$ cat src/rtl/fir_pkg.sv
// Shared constants, register map and state types for the FIR coefficient controller.
// Optional AXI read-back of the shadow bank is built when FIR_COEFF_READBACK_EN is defined.
package fir_pkg;
  localparam int NUM_COEFF  = 9;
  localparam int COEFF_W    = 16;
  localparam int SHIFT_W    = 4;
  localparam int CENTRE_TAP = 4;
  localparam int KERNEL_W   = NUM_COEFF * COEFF_W;

  localparam logic [7:0] COEFF_BASE = 8'h00;
  localparam logic [7:0] CTRL_OFS   = 8'h40;
  localparam logic [7:0] SHIFT_OFS  = 8'h44;

  localparam logic [1:0] RESP_OKAY   = 2'b00;
  localparam logic [1:0] RESP_SLVERR = 2'b10;

  // Identity kernel: centre tap = 1, all others 0.
  localparam logic [KERNEL_W-1:0] RESET_KERNEL = KERNEL_W'(1) << (CENTRE_TAP * COEFF_W);

  typedef enum logic [1:0] {WR_IDLE, WR_WAIT_W, WR_WAIT_AW, WR_RESP} wr_state_e;
  typedef enum logic {CM_IDLE, CM_ARMED} cm_state_e;

  function automatic logic [4:0] reg_idx(input logic [7:0] ofs);
    return ofs[6:2];
  endfunction
endpackage

$ cat src/rtl/fir_axil_wr_if.sv
// AXI4-Lite write channel FSM: pairs AW and W in any order, emits a one-cycle
// register write strobe and returns OKAY/SLVERR on B from the decoder's error flag.
module fir_axil_wr_if
  import fir_pkg::*;
#(
  parameter int AW = 5
) (
  input  logic          clk,
  input  logic          rst_n,
  input  logic [AW-1:0] awaddr_i,
  input  logic          awvalid_i,
  output logic          awready_o,
  input  logic [31:0]   wdata_i,
  input  logic [3:0]    wstrb_i,
  input  logic          wvalid_i,
  output logic          wready_o,
  output logic [1:0]    bresp_o,
  output logic          bvalid_o,
  input  logic          bready_i,
  output logic          wr_en_o,
  output logic [AW-1:0] wr_addr_o,
  output logic [31:0]   wr_data_o,
  output logic [3:0]    wr_strb_o,
  input  logic          wr_err_i,
  output wr_state_e     state_o
);
  // A channel transfers on a clock edge where valid and ready are both high;
  // valid never waits on ready, and payload is captured only on that edge.
  wr_state_e      state_q, state_d;
  logic [AW-1:0]  addr_q, addr_d;
  logic [31:0]    data_q, data_d;
  logic [3:0]     strb_q, strb_d;
  logic [1:0]     bresp_q, bresp_d;

  always_ff @(posedge clk or negedge rst_n) begin
    if (!rst_n) begin
      state_q <= WR_IDLE;
      addr_q  <= '0;
      data_q  <= '0;
      strb_q  <= '0;
      bresp_q <= RESP_OKAY;
    end else begin
      state_q <= state_d;
      addr_q  <= addr_d;
      data_q  <= data_d;
      strb_q  <= strb_d;
      bresp_q <= bresp_d;
    end
  end

  always_comb begin
    state_d   = state_q;
    addr_d    = addr_q;
    data_d    = data_q;
    strb_d    = strb_q;
    awready_o = 1'b0;
    wready_o  = 1'b0;
    wr_en_o   = 1'b0;
    wr_addr_o = addr_q;
    wr_data_o = data_q;
    wr_strb_o = strb_q;
    case (state_q)
      WR_IDLE: begin
        awready_o = 1'b1;
        wready_o  = 1'b1;
        if (awvalid_i && wvalid_i) begin
          wr_en_o   = 1'b1;
          wr_addr_o = awaddr_i;
          wr_data_o = wdata_i;
          wr_strb_o = wstrb_i;
          state_d   = WR_RESP;
        end else if (awvalid_i) begin
          addr_d  = awaddr_i;
          state_d = WR_WAIT_W;
        end else if (wvalid_i) begin
          data_d  = wdata_i;
          strb_d  = wstrb_i;
          state_d = WR_WAIT_AW;
        end
      end
      WR_WAIT_W: begin
        wready_o = 1'b1;
        if (wvalid_i) begin
          wr_en_o   = 1'b1;
          wr_data_o = wdata_i;
          wr_strb_o = wstrb_i;
          state_d   = WR_RESP;
        end
      end
      WR_WAIT_AW: begin
        awready_o = 1'b1;
        if (awvalid_i) begin
          wr_en_o   = 1'b1;
          wr_addr_o = awaddr_i;
          state_d   = WR_RESP;
        end
      end
      WR_RESP: begin
        if (bready_i) state_d = WR_IDLE;
      end
      default: state_d = WR_IDLE;
    endcase
  end

  // Kept apart from the main block so the decoder's error path does not loop back into it.
  always_comb begin
    bresp_d = bresp_q;
    if (wr_en_o) bresp_d = wr_err_i ? RESP_SLVERR : RESP_OKAY;
  end

  assign bvalid_o = (state_q == WR_RESP);
  assign bresp_o  = bresp_q;
  assign state_o  = state_q;
endmodule

$ cat src/rtl/fir_coeff_ctrl.sv
// Shadow/active coefficient register bank for fir_filter; shadow commits on vs_i rising edge.
// Define FIR_COEFF_READBACK_EN to add an AXI4-Lite read port returning the shadow registers.
module fir_coeff_ctrl
  import fir_pkg::*;
#(
  parameter int ADDR_W = 32
) (
  input  logic                clk,
  input  logic                rst_n,
  input  logic [ADDR_W-1:0]   s_awaddr,
  input  logic                s_awvalid,
  output logic                s_awready,
  input  logic [31:0]         s_wdata,
  input  logic [3:0]          s_wstrb,
  input  logic                s_wvalid,
  output logic                s_wready,
  output logic [1:0]          s_bresp,
  output logic                s_bvalid,
  input  logic                s_bready,
  input  logic                vs_i,
`ifdef FIR_COEFF_READBACK_EN
  input  logic [ADDR_W-1:0]   s_araddr,
  input  logic                s_arvalid,
  output logic                s_arready,
  output logic [31:0]         s_rdata,
  output logic [1:0]          s_rresp,
  output logic                s_rvalid,
  input  logic                s_rready,
`endif
  output logic [KERNEL_W-1:0] coeff_o,
  output logic [SHIFT_W-1:0]  shift_o,
  output logic                bypass_o,
  output logic                commit_pending_o,
  output logic                coeff_update_o
);
  logic              wr_en, dec_err, commit_wr, vs_rise;
  logic [4:0]        wr_addr;
  logic [31:0]       wr_data;
  logic [3:0]        wr_strb;
  wr_state_e         wr_state;

  cm_state_e            cm_state_q, cm_state_d;
  logic                 vs_q, update_q, update_d;
  logic [KERNEL_W-1:0]  sh_coeff_q, sh_coeff_d, act_coeff_q, act_coeff_d;
  logic [SHIFT_W-1:0]   sh_shift_q, sh_shift_d, act_shift_q, act_shift_d;
  logic                 sh_bypass_q, sh_bypass_d, act_bypass_q, act_bypass_d;

  fir_axil_wr_if #(.AW(5)) u_wr_if (
    .clk       (clk),
    .rst_n     (rst_n),
    .awaddr_i  (s_awaddr[6:2]),
    .awvalid_i (s_awvalid),
    .awready_o (s_awready),
    .wdata_i   (s_wdata),
    .wstrb_i   (s_wstrb),
    .wvalid_i  (s_wvalid),
    .wready_o  (s_wready),
    .bresp_o   (s_bresp),
    .bvalid_o  (s_bvalid),
    .bready_i  (s_bready),
    .wr_en_o   (wr_en),
    .wr_addr_o (wr_addr),
    .wr_data_o (wr_data),
    .wr_strb_o (wr_strb),
    .wr_err_i  (dec_err),
    .state_o   (wr_state)
  );

  always_comb begin
    sh_coeff_d   = sh_coeff_q;
    sh_shift_d   = sh_shift_q;
    sh_bypass_d  = sh_bypass_q;
    act_coeff_d  = act_coeff_q;
    act_shift_d  = act_shift_q;
    act_bypass_d = act_bypass_q;
    cm_state_d   = cm_state_q;
    update_d     = 1'b0;
    dec_err      = 1'b1;
    commit_wr    = 1'b0;
    vs_rise      = vs_i && !vs_q;

    for (int k = 0; k < NUM_COEFF; k++) begin
      if (wr_addr == reg_idx(COEFF_BASE) + 5'(k)) begin
        dec_err = 1'b0;
        for (int b = 0; b < COEFF_W / 8; b++)
          if (wr_en && wr_strb[b]) sh_coeff_d[k*COEFF_W + b*8 +: 8] = wr_data[b*8 +: 8];
      end
    end
    if (wr_addr == reg_idx(CTRL_OFS)) begin
      dec_err = 1'b0;
      if (wr_en && wr_strb[0]) begin
        sh_bypass_d = wr_data[1];
        commit_wr   = wr_data[0];
      end
    end
    if (wr_addr == reg_idx(SHIFT_OFS)) begin
      dec_err = 1'b0;
      if (wr_en && wr_strb[0]) sh_shift_d = wr_data[SHIFT_W-1:0];
    end

    // Active bank copies the pre-write shadow; a write landing on this edge waits for the next commit.
    if (cm_state_q == CM_ARMED && vs_rise) begin
      act_coeff_d  = sh_coeff_q;
      act_shift_d  = sh_shift_q;
      act_bypass_d = sh_bypass_q;
      update_d     = 1'b1;
      cm_state_d   = CM_IDLE;
    end
    if (commit_wr) cm_state_d = CM_ARMED;
  end

  always_ff @(posedge clk or negedge rst_n) begin
    if (!rst_n) begin
      cm_state_q   <= CM_IDLE;
      vs_q         <= 1'b0;
      update_q     <= 1'b0;
      sh_coeff_q   <= RESET_KERNEL;
      sh_shift_q   <= '0;
      sh_bypass_q  <= 1'b0;
      act_coeff_q  <= RESET_KERNEL;
      act_shift_q  <= '0;
      act_bypass_q <= 1'b0;
    end else begin
      cm_state_q   <= cm_state_d;
      vs_q         <= vs_i;
      update_q     <= update_d;
      sh_coeff_q   <= sh_coeff_d;
      sh_shift_q   <= sh_shift_d;
      sh_bypass_q  <= sh_bypass_d;
      act_coeff_q  <= act_coeff_d;
      act_shift_q  <= act_shift_d;
      act_bypass_q <= act_bypass_d;
    end
  end

  assign coeff_o          = act_coeff_q;
  assign shift_o          = act_shift_q;
  assign bypass_o         = act_bypass_q;
  assign commit_pending_o = (cm_state_q == CM_ARMED);
  assign coeff_update_o   = update_q;

  logic unused_bits;
  assign unused_bits = ^{s_awaddr[ADDR_W-1:7], s_awaddr[1:0], wr_data[31:COEFF_W],
                         wr_strb[3:COEFF_W/8], wr_state};

`ifdef FIR_COEFF_READBACK_EN
  logic        rvalid_q, rvalid_d, rd_err;
  logic [1:0]  rresp_q, rresp_d;
  logic [31:0] rdata_q, rdata_d, rd_val;
  logic [4:0]  rd_idx;

  always_comb begin
    rd_idx = s_araddr[6:2];
    rd_err = 1'b1;
    rd_val = '0;
    for (int k = 0; k < NUM_COEFF; k++) begin
      if (rd_idx == reg_idx(COEFF_BASE) + 5'(k)) begin
        rd_err = 1'b0;
        rd_val = 32'(sh_coeff_q[k*COEFF_W +: COEFF_W]);
      end
    end
    if (rd_idx == reg_idx(CTRL_OFS)) begin
      rd_err = 1'b0;
      rd_val = {29'd0, cm_state_q == CM_ARMED, sh_bypass_q, 1'b0};
    end
    if (rd_idx == reg_idx(SHIFT_OFS)) begin
      rd_err = 1'b0;
      rd_val = 32'(sh_shift_q);
    end
    rvalid_d = rvalid_q;
    rresp_d  = rresp_q;
    rdata_d  = rdata_q;
    if (s_arvalid && !rvalid_q) begin
      rvalid_d = 1'b1;
      rresp_d  = rd_err ? RESP_SLVERR : RESP_OKAY;
      rdata_d  = rd_val;
    end else if (rvalid_q && s_rready) begin
      rvalid_d = 1'b0;
    end
  end

  always_ff @(posedge clk or negedge rst_n) begin
    if (!rst_n) begin
      rvalid_q <= 1'b0;
      rresp_q  <= RESP_OKAY;
      rdata_q  <= '0;
    end else begin
      rvalid_q <= rvalid_d;
      rresp_q  <= rresp_d;
      rdata_q  <= rdata_d;
    end
  end

  assign s_arready = !rvalid_q;
  assign s_rvalid  = rvalid_q;
  assign s_rresp   = rresp_q;
  assign s_rdata   = rdata_q;

  logic unused_rd;
  assign unused_rd = ^{s_araddr[ADDR_W-1:7], s_araddr[1:0]};
`endif
endmodule

$ cat config.mk
export PLATFORM = sky130hd
export DESIGN_NAME = fir_coeff_ctrl
export DESIGN_NICKNAME = d
export VERILOG_FILES = /design/src/rtl/fir_pkg.sv /design/src/rtl/fir_axil_wr_if.sv /design/src/rtl/fir_coeff_ctrl.sv
export SDC_FILE = /design/constraint.sdc
export NUM_CORES = 1
export LEC_CHECK = 0
export ABC_AREA = 0
export CAP_MARGIN = 20
export CORE_MARGIN = 2
export CORE_UTILIZATION = 37
export DETAILED_ROUTE_END_ITERATION = 8
export PLACE_DENSITY = 0.7
export SLEW_MARGIN = 0
export SYNTH_ARGS = -nofsm -noshare
export SYNTH_HDL_FRONTEND = slang
export SYNTH_SLANG_ARGS = --single-unit
$ cat constraint.sdc
create_clock -name clk -period 3.4 [get_ports clk]
set_input_delay 0.68 -clock clk [delete_from_list [all_inputs] [get_ports clk]]
set_output_delay 0.68 -clock clk [all_outputs]
set_load 0.05 [all_outputs]
* Word level (Yosys, flattened, before mapping)
Cells that the tools add are included.
** Cells by class
- Muxes and demuxes :: 39
- Reduce and logical (&&, ||, !) cells :: 34
- Bitwise gates (word level) :: 2
- Equal/unequal tests :: 17
** Operator list (count)
- $reduce_and 2->1 :: 21
- $mux 32 :: 1
- $pmux 16 s2 :: 1
- $mux 1 :: 21
- $eq 5x3->1 const B :: 4
- $mux 16 :: 1
- $mux 2 :: 8
- $eq 5x2->1 const B :: 2
- $eq 5x5->1 const B :: 2
- $mux 5 :: 2
- $pmux 5 s2 :: 1
- $pmux 2 s4 :: 1
- $eq 5x1->1 const B :: 1
- $eq 5x4->1 const B :: 1
- $logic_and 1x1->1 :: 5
- $logic_not 5->1 :: 1
- $eq 2x2->1 const B :: 2
- $mux 4 :: 1
- $ne 2x2->1 const B :: 2
- $ne 4x3->1 const B :: 1
- $pmux 2 s2 :: 1
- $reduce_and 4->1 :: 1
- $reduce_or 2->1 :: 2
- $pmux 1 s3 :: 1
- other kinds (7) :: 8
** Word-level totals
- Output and inout port bits :: 156
- Bits of input ports :: 74
- Register bits :: 346
- Word-level logic and storage cells :: 123

* Longest topological paths before layout
Gate-level depths: netlist (run 1).
- Depth after elaboration :: 16
- Mapped depth :: 10
- Gate-level depth less buffers :: 7

* By module
Synthesis (run 1) repeated with hierarchy kept, for this count alone.
** Second synthesis, totals
- Cell total of the unflattened synthesis :: 871
- Area total of the unflattened synthesis :: 13857.0 um2
** Modules (own cells, without submodules)
- fir_coeff_ctrl :: area each 11349.6 um2, seq. area each 7534.7 um2, cells an instance 670, instances 1
- fir_axil_wr_if :: area each 2507.4 um2, seq. area each 1101.1 um2, cells an instance 201, instances 1

* Least setup slack after synthesis (run 1)
No wires, ideal clock.
- Kind :: input -> register
- Start :: in s_wvalid
- End :: reg sh_coeff_q[32]
- Path slack :: 0.874 ns
- Required time :: 3.275 ns
- Cell stages on the path :: 6
- Buffers on the path :: 1
- Setup time :: 0.125 ns
- Arrival :: 2.402 ns
- Cells stage by stage :: buf_2 > mux2i_1 > o21ai_1 > a222oi_1 > nand3_2 > mux2_2
** On the way
- Longest elaborated chain between the ends :: 5
- Elaborated cells on any way between the ends :: 15
- Those cells by class :: eq/ne (1); mux (11); reduce/logical (3)
** RTL lines
- from (decl) :: line fir_coeff_ctrl.sv:15 : input logic s_wvalid,
- $logic_and 1x1->1 :: line fir_axil_wr_if.sv:66 : if (awvalid_i && wvalid_i) begin
- $mux 5, or another cell as far along :: line fir_axil_wr_if.sv:66
- $pmux 5 s2, or another cell as far along :: line fir_axil_wr_if.sv:62 : case (state_q)
- $eq 5x2->1 or $logic_and 1x1->1 (tied branches) :: line fir_coeff_ctrl.sv:83, fir_coeff_ctrl.sv:86
- $reduce_and 2->1 (no source line)
- to (signal assigned) :: line fir_coeff_ctrl.sv:127 : sh_coeff_q <= sh_coeff_d;
- to (decl) :: line fir_coeff_ctrl.sv:44 : logic [KERNEL_W-1:0] sh_coeff_q, sh_coeff_d, act_coeff_q, act_coeff_d;
Several ways; a longest one is shown, not always the timed one.
A chain may end at the register's enable or synchronous reset.

* Worst setup path in the final report (run 1)
- Start :: reg u_wr_if.state_q[0], in the netlist u_wr_if.state_o[0]
- End :: out s_awready
** On the way
- Longest elaborated chain between the ends :: 3
- Elaborated cells on any way between the ends :: 4
- Those cells by class :: eq/ne (1); mux (1); reduce/logical (2)
** RTL lines
- from (decl) :: line fir_axil_wr_if.sv:29 : wr_state_e state_q, state_d;
- from (signal assigned) :: line fir_axil_wr_if.sv:43 : state_q <= state_d;
- $eq 2x2->1 or $logic_not 2->1 (tied branches) :: line fir_axil_wr_if.sv:62
- $reduce_or 2->1 (no source line) (*)
- $mux 1 (*) :: line fir_axil_wr_if.sv:62
- to (decl) :: line fir_coeff_ctrl.sv:12 : output logic s_awready,
Mark *: on every way between the ends. The rest lies on a longest branch, timed or not.

==> flow_summary_export.csv, run 1 <==
group,metric,value,unit
place,postPlaceCellArea,15300,um2
power_and_ir_drop,leakage,8.35,nW
status,outcome,"complete, no violations",
power_and_ir_drop,p_sw_frac,0.329,
routing,detail_route.first_pass.iterations,7,
layout,syn2layout_area_growth,28.0,%
setup_path,r2r-start,"u_wr_if.state_o[0]$_DFFE_PN0P_",
routing,drt-initial-drc-count,461,
synth,synthTopCellsByCount,"nand2_1, dfrtp_1, mux2_2, clkbuf_1, a22o_1",
synth,yosysWarnings,0,
floorplanning,row_count,68,
place,hpwl,20900,um
setup_path,r2r_cells,7,
clock_tree,cts_hold_buf,0,
layout,nets,1380,
power_and_ir_drop,sequentialPowerShare,0.426,
clock_tree,cts.sinks,327,
routing,remaining_drc_errors,0,
sta,relSlewSlack,0.382,
power_and_ir_drop,ir_worst_vdd,0.000380,V
sta,clock.fmax,322,MHz
setup_path,crit_type,"reg2out",
clock_tree,clk_latency,0.51,ns
sta,finalSetupViolations,0,
sta,worst_slew_pin_slew,0.926,ns
layout,final_area,16500,um2
sta,period_minus_slack,3.11,ns
synth,ys_ff_latch,327,
routing,post_drt_via_cell_ratio,4.89,
place,gp_congestion,0.813,
sta,timing_hold_violations_final,0,
floorplanning,dieWidth,190,um
synth,synth_cells,1107,
routing,wire_per_inst,18.6,um
power_and_ir_drop,pwr-share-comb,0.269,
sta,timing.final.crit_share,0.913,
clock_tree,clk_path_buf_depth,3,
synth,synth_edf_count,0,
clock_tree,cts_tree,"built",
layout,seq_area,8190,um2
setup_path,r2r_end,"sh_coeff_q[76]$_DFFE_PN0P_",
sta,hold_ws,0.203,ns
floorplanning,die_y,190,um
clock_tree,cts_buffers,35,
sta,rsz0062_at_grt,"no",
sta,finClkSkew,0.0122,ns
power_and_ir_drop,powerDensity,748,nW/um2
synth,syn_area,12900,um2
clock_tree,cts_root_buf,"clkbuf_16",
power_and_ir_drop,p_int,8.25,mW
setup_path,path_max_fanout,11,
setup_path,end_kind,"output port",
setup_path,crit_arrival,2.43,ns
synth,syn_nets,1185,
power_and_ir_drop,p_sw,4.05,mW
setup_path,reg2reg_slack,0.29,ns
synth,synth.avg_cell_area,11.6,um2
routing,vias,8726,
clock_tree,clk_pin_slew_worst_paths,0.06,ns
global_route,grt_max_degree,150,
synth,synth.most_common_cell,"nand2_1",
routing,antenna_left,0,
global_route,antenna_found_initial,2,
job,maxCapViolCount,0,
global_route,grt_pass1_wl,51300,um
sta,drv_slew,0,
synth,synth_top_area_share,0.632,
power_and_ir_drop,power_frac_clock,0.304,
synth,synth_cell_types,39,
clock_tree,postCtsSetupBuffers,0,
global_route,grt-ovfl-total,0,
layout,drive_above_1_share,0.213,
setup_path,critPathLaunchType,"flip-flop",
clock_tree,cts_resized,0,
layout,fillers,3145,
clock_tree,htree_levels,2,
layout,multiInputGateArea,4460,um2
synth,synth.largest_area_cell,"dfrtp_1",
synth,synthTopCellsByArea,"dfrtp_1, mux2_2, nand2_1",
routing,wl,33300,um
hold_path,hold_class,"in2async",
global_route,track_usage,0.185,
synth,synthArstFlopShare,1.00,
floorplanning,start_util,0.374,
setup_path,required,2.72,ns
synth,synthFlopType,"dfrtp_1",
floorplanning,core,34400,um2
place,port_buffers,183,
synth,ys_seq_area_frac,0.637,
global_route,grt_pass1_vias,8865,
floorplanning,io_pins,230,
floorplanning,die_area,36300,um2
## cells in the final DEF (no fill, tap or decap), types with 3 or more instances in the layout
cell / synthesis / final
dfrtp_1: 325 / 325
clkbuf_1: 42 / 7
buf_12: 0 / 6
a21oi_1: 3 / 3
a222oi_1: 4 / 4
nand3_2: 16 / 16
nand2_1: 448 / 448
o21ai_0: 9 / 9
nor2_1: 5 / 5
clkbuf_8: 0 / 6
nand3_1: 10 / 10
ha_1: 4 / 4
mux2i_1: 5 / 5
a22o_1: 17 / 17
buf_4: 1 / 17
mux2_2: 172 / 172
clkdlybuf4s50_1: 0 / 182
or2_2: 6 / 6
clkbuf_16: 0 / 37
inv_1: 7 / 7
clkinv_2: 0 / 6
## final cells by class
class | instances | share of cell area
flip-flops and latches | 327 | 0.497
inverters | 8 | 0.00198
repair buffers | 206 | 0.127
clock inverters | 11 | 0.00570
clock buffers | 50 | 0.0629
well taps | 455 | 0.0346
diodes | 2 | 0.000304
multi-input cells | 724 | 0.271
## worst max-delay path, stage by stage (launching register included)
cell	delay, ns
dfrtp_1	0.40
inv_1	0.11
ha_1	0.43
or2_2	0.19
clkdlybuf4s50_1	0.79
## registers in the layout, summed over array words and instances (netlist names)
| register | cells |
|---|---|
| u_wr_if.strb_q | 2 |
| u_wr_if.bresp_o | 1 |
| u_wr_if.data_q | 16 |
| shift_o | 4 |
| sh_bypass_q | 1 |
| sh_shift_q | 4 |
| coeff_update_o | 1 |
| bypass_o | 1 |
| u_wr_if.state_o | 2 |
| coeff_o | 144 |
| sh_coeff_q | 144 |
| u_wr_if.addr_q | 5 |
| vs_q | 1 |
| commit_pending_o | 1 |
## through the flow
stage | util | cells | setup WS (ns) | TNS (ns) | power [mW]
finish | 0.479 | 1783 | 0.295 | 0 | 12.3
global route | 0.479 | 1781 | 0.114 | 0 | 12.9
CTS | 0.479 | 1781 | 0.273 | 0 | 12.5
detailed placement | 0.446 | 1720 | -0.0634 | -1.75 | 8.68
global placement | 0.446 | 1720 | 0.0597 | 0 | 8.54
floorplan | - | 1107 | 0.874 | 0 | 7.23
## routing by layer
layer | part of all wire | GRT usage | wire [um] | vias up
met5 | 0 | 0 | 0 | -
met4 | 0.030 | 0.0632 | 1000 | 0
met3 | 0.041 | 0.0315 | 1360 | 58
met2 | 0.47 | 0.300 | 15700 | 207
met1 | 0.46 | 0.253 | 15200 | 4416
li1 | - | - | - | 4045
## how the worst max path moves through the flow
stage                                   startpoint                         end  slack [ns]  cells after the start
finish              u_wr_if.state_o[0]$_DFFE_PN0P_                   s_awready        0.29                      4
global route        u_wr_if.state_o[1]$_DFFE_PN0P_  sh_coeff_q[76]$_DFFE_PN0P_        0.11                      7
CTS                 u_wr_if.state_o[0]$_DFFE_PN0P_                   s_awready        0.27                      4
detailed placement                       s_awvalid  sh_coeff_q[76]$_DFFE_PN0P_       -0.06                      6
global placement                         s_awvalid  sh_coeff_q[51]$_DFFE_PN0P_        0.06                      6
floorplan                                 s_wvalid  sh_coeff_q[32]$_DFFE_PN0P_        0.87                      6
## kinds of logic after synthesis
logic type                 count (synthesis)  synth area share
muxes                                    178             0.156
buffers and inverters                     56            0.0176
adders and majority gates                  4           0.00389
DFF                                      327             0.637
and+or+nand+nor                          494             0.156
other                                      1          0.000292
AOI/OAI and AO/OA                         47            0.0301
## power by group through the flow
| stage | logic [mW] | clock network [mW] | registers [mW] |
|---|---|---|---|
| 2_1_floorplan | 1.80 | 0 | 5.43 |
| 3_3_place_gp | 3.28 | 0 | 5.26 |
| 3_5_place_dp | 3.37 | 0 | 5.31 |
| 4_1_cts | 3.38 | 3.84 | 5.24 |
| 5_1_grt | 3.54 | 4.01 | 5.35 |
| 6_report | 3.31 | 3.75 | 5.25 |
No activity file was read; power rests on OpenSTA's default activity.
==> run 2, diff against run 1 <==
--- a/config.mk
+++ b/config.mk
@@ -5,12 +5,12 @@
 export SDC_FILE = /design/constraint.sdc
 export NUM_CORES = 1
 export LEC_CHECK = 0
-export ABC_AREA = 0
+export ABC_AREA = 1
 export CAP_MARGIN = 20
 export CORE_MARGIN = 2
 export CORE_UTILIZATION = 37
 export DETAILED_ROUTE_END_ITERATION = 8
-export PLACE_DENSITY = 0.7
+export PLACE_DENSITY = 0.69
 export SLEW_MARGIN = 0
 export SYNTH_ARGS = -nofsm -noshare
 export SYNTH_HDL_FRONTEND = slang
==> constraint.sdc (replaced) <==
create_clock -name clk -period 3.9 [get_ports clk]
set_input_delay 0.78 -clock clk [delete_from_list [all_inputs] [get_ports clk]]
set_output_delay 0.78 -clock clk [all_outputs]
set_load 0.05 [all_outputs]
==> flow_summary_export.csv, run 2 <==
group,metric,value,unit
status,outcome,"complete, no violations",
power_and_ir_drop,p_sw,5.36,mW
synth,synth_edf_count,0,
routing,post_drt_via_cell_ratio,4.82,
routing,wire_per_inst,16.7,um
clock_tree,cts_hold_buf,0,
layout,drive_above_1_share,0.105,
clock_tree,clk_pin_slew_worst_paths,0.06,ns
setup_path,required,3.12,ns
floorplanning,core,35300,um2
sta,layout_setup_ws,0.741,ns
place,gp_congestion,0.822,
sta,period_minus_slack,3.16,ns
synth,ys_seq_area_frac,0.621,
synth,synthTopCellsByCount,"nand2_1, dfrtp_1, o21ai_1, o21ai_0, clkbuf_1",
floorplanning,start_util,0.373,
power_and_ir_drop,power_frac_clock,0.254,
routing,detail_route.first_pass.iterations,5,
layout,syn2layout_area_growth,27.1,%
clock_tree,clk_path_buf_depth,3,
synth,syn_nets,1498,
layout,most-common-layout-cells,"nand2_1, dfrtp_1, clkdlybuf4s50_1",
floorplanning,io_pins,230,
layout,fin_cells,2095,
synth,synthArstFlopShare,1.00,
global_route,grt_max_degree,151,
place,placed_cells,2034,
layout,diodes,0,
clock_tree,postCtsSetupBuffers,0,
sta,timing.final.crit_share,0.810,
place,port_buffers,183,
layout,final_common_cell,"nand2_1",
sta,relSlewSlack,0.432,
floorplanning,row_count,69,
synth,syn_area,13200,um2
sta,finClkSkew,0.0196,ns
floorplanning,die_y,193,um
synth,synth.avg_cell_area,9.28,um2
routing,vias,10100,
clock_tree,cts_root_buf,"clkbuf_16",
place,hpwl,23600,um
layout,nets,1688,
layout,final_area,16700,um2
routing,wl,35000,um
clock_tree,cts.sinks,327,
sta,worst_slew_pin_slew,0.851,ns
global_route,grt_pass1_wl,55100,um
clock_tree,cts_buffers,35,
setup_path,end_kind,"output port",
setup_path,critPathLaunchType,"flip-flop",
clock_tree,clk_latency,0.52,ns
global_route,grt-ovfl-total,0,
place,postPlaceCellArea,15600,um2
synth,synth_top_area_share,0.617,
sta,finalSetupViolations,0,
sta,clock.fmax,317,MHz
clock_tree,htree_levels,2,
synth,yosysWarnings,0,
sta,setup_tns,0,ns
synth,synth.most_common_cell,"nand2_1",
sta,rsz0062_at_grt,"no",
setup_path,crit_arrival,2.38,ns
power_and_ir_drop,pwr-share-comb,0.380,
synth,synthFlopType,"dfrtp_1",
power_and_ir_drop,p_sw_frac,0.410,
synth,ys_ff_latch,327,
power_and_ir_drop,p_int,7.72,mW
synth,synth.largest_area_cell,"dfrtp_1",
floorplanning,dieWidth,193,um
global_route,track_usage,0.193,
setup_path,reg2reg_slack,1.35,ns
global_route,grt_pass1_vias,9903,
setup_path,path_max_fanout,8,
sta,timing_hold_violations_final,0,
routing,remaining_drc_errors,0,
sta,drv_slew,0,
clock_tree,cts_tree,"built",
hold_path,hold_class,"in2async",
routing,drt-initial-drc-count,674,
global_route,antenna_found_initial,0,
synth,synth_cell_types,34,
power_and_ir_drop,leakage,8.16,nW
clock_tree,cts_resized,0,
power_and_ir_drop,ir_worst_vdd,0.000380,V
job,maxCapViolCount,0,
routing,antenna_left,0,
floorplanning,die_area,37200,um2
place,place_ws,0.587,ns
power_and_ir_drop,sequentialPowerShare,0.366,
power_and_ir_drop,powerDensity,781,nW/um2
setup_path,crit_type,"reg2out",
synth,synthTopCellsByArea,"dfrtp_1, nand2_1, o21ai_1",
synth,synth_cells,1420,
[run 2: changes by cell type in the layout (fill, tap and decap cells not counted), moves of 9 or more]
cell | previous run | this run
inv_2 | 0 | 10
inv_1 | 7 | 37
a21oi_2 | 1 | 10
nand2_1 | 448 | 678
o21ai_1 | 1 | 140
a22o_1 | 17 | 0
buf_4 | 17 | 31
nand3_2 | 16 | 5
o21ai_2 | 0 | 9
o21ai_0 | 9 | 46
mux2_2 | 172 | 0
nand3_4 | 0 | 11
o22ai_1 | 0 | 16
nand2_2 | 1 | 14
[run 2: area by class of cell]
cell class,count,area (um2)
tap,461,577
inverter,50,195
clock buffer,50,1010
fill,3338,18600
multi-input combinational,976,4440
timing repair buffer,220,2190
sequential,327,8190
clock inverter,11,153
[run 2: metal layers]
metal  global-route usage  part of all wire
met1                0.263              0.45
met2                0.311              0.46
met3               0.0326             0.050
met4               0.0702             0.034
met5                    0                 0
[run 2: path summary, 6_finish.rpt]
path / startpoint / endpoint / depth (start not counted)
worst max register to register: u_wr_if.state_o[0]$_DFFE_PN0P_ / sh_coeff_q[7]$_DFFE_PN0P_ / 9
worst min-delay path: rst_n / coeff_o[6]$_DFFE_PN0P_ / 1
worst max-delay path: u_wr_if.state_o[0]$_DFFE_PN0P_ / s_awready / 5
min in group clk: coeff_o[16]$_DFFE_PN0P_ / coeff_o[16]$_DFFE_PN0P_ / 2
worst min register to register: coeff_o[16]$_DFFE_PN0P_ / coeff_o[16]$_DFFE_PN0P_ / 2
max in group asynchronous: rst_n / sh_coeff_q[115]$_DFFE_PN0P_ / 3
[run 2: power by group through the flow]
stage | Clock [mW] | Combinational [mW] | Sequential, mW
floorplan | 0 | 2.18 | 5.58
global placement | 0 | 4.91 | 4.80
detailed placement | 0 | 5.01 | 4.83
CTS | 3.40 | 5.03 | 4.79
global route | 3.54 | 5.39 | 4.89
finish | 3.32 | 4.97 | 4.79
[run 2: through the flow]
stage                     power (mW)   util  hold slack (ns)
after floorplan                 7.76      -            0.448
after global placement          9.72  0.441            0.455
after detailed placement        9.85  0.441            0.458
after CTS                       13.2  0.474            0.295
after global routing            13.8  0.474            0.331
final                           13.1  0.474            0.287
[run 2: cells by family (layout without fill, tap and decap cells)]
| kind of cell | after synthesis | count (layout) | share of synthesized area |
|---|---|---|---|
| other | 1 | 1 | 0.000284 |
| adders and majority gates | 4 | 4 | 0.00380 |
| DFF | 327 | 327 | 0.621 |
| buffers and inverters | 117 | 331 | 0.0445 |
| AOI/OAI and AO/OA | 232 | 232 | 0.0962 |
| and+or+nand+nor | 739 | 739 | 0.234 |
[run 2: worst max-delay path, cell delays in order, from the launching register on]
cell	delay, ns
dfrtp_1	0.41
inv_1	0.09
ha_1	0.37
inv_1	0.09
nand2_2	0.08
clkdlybuf4s50_1	0.81
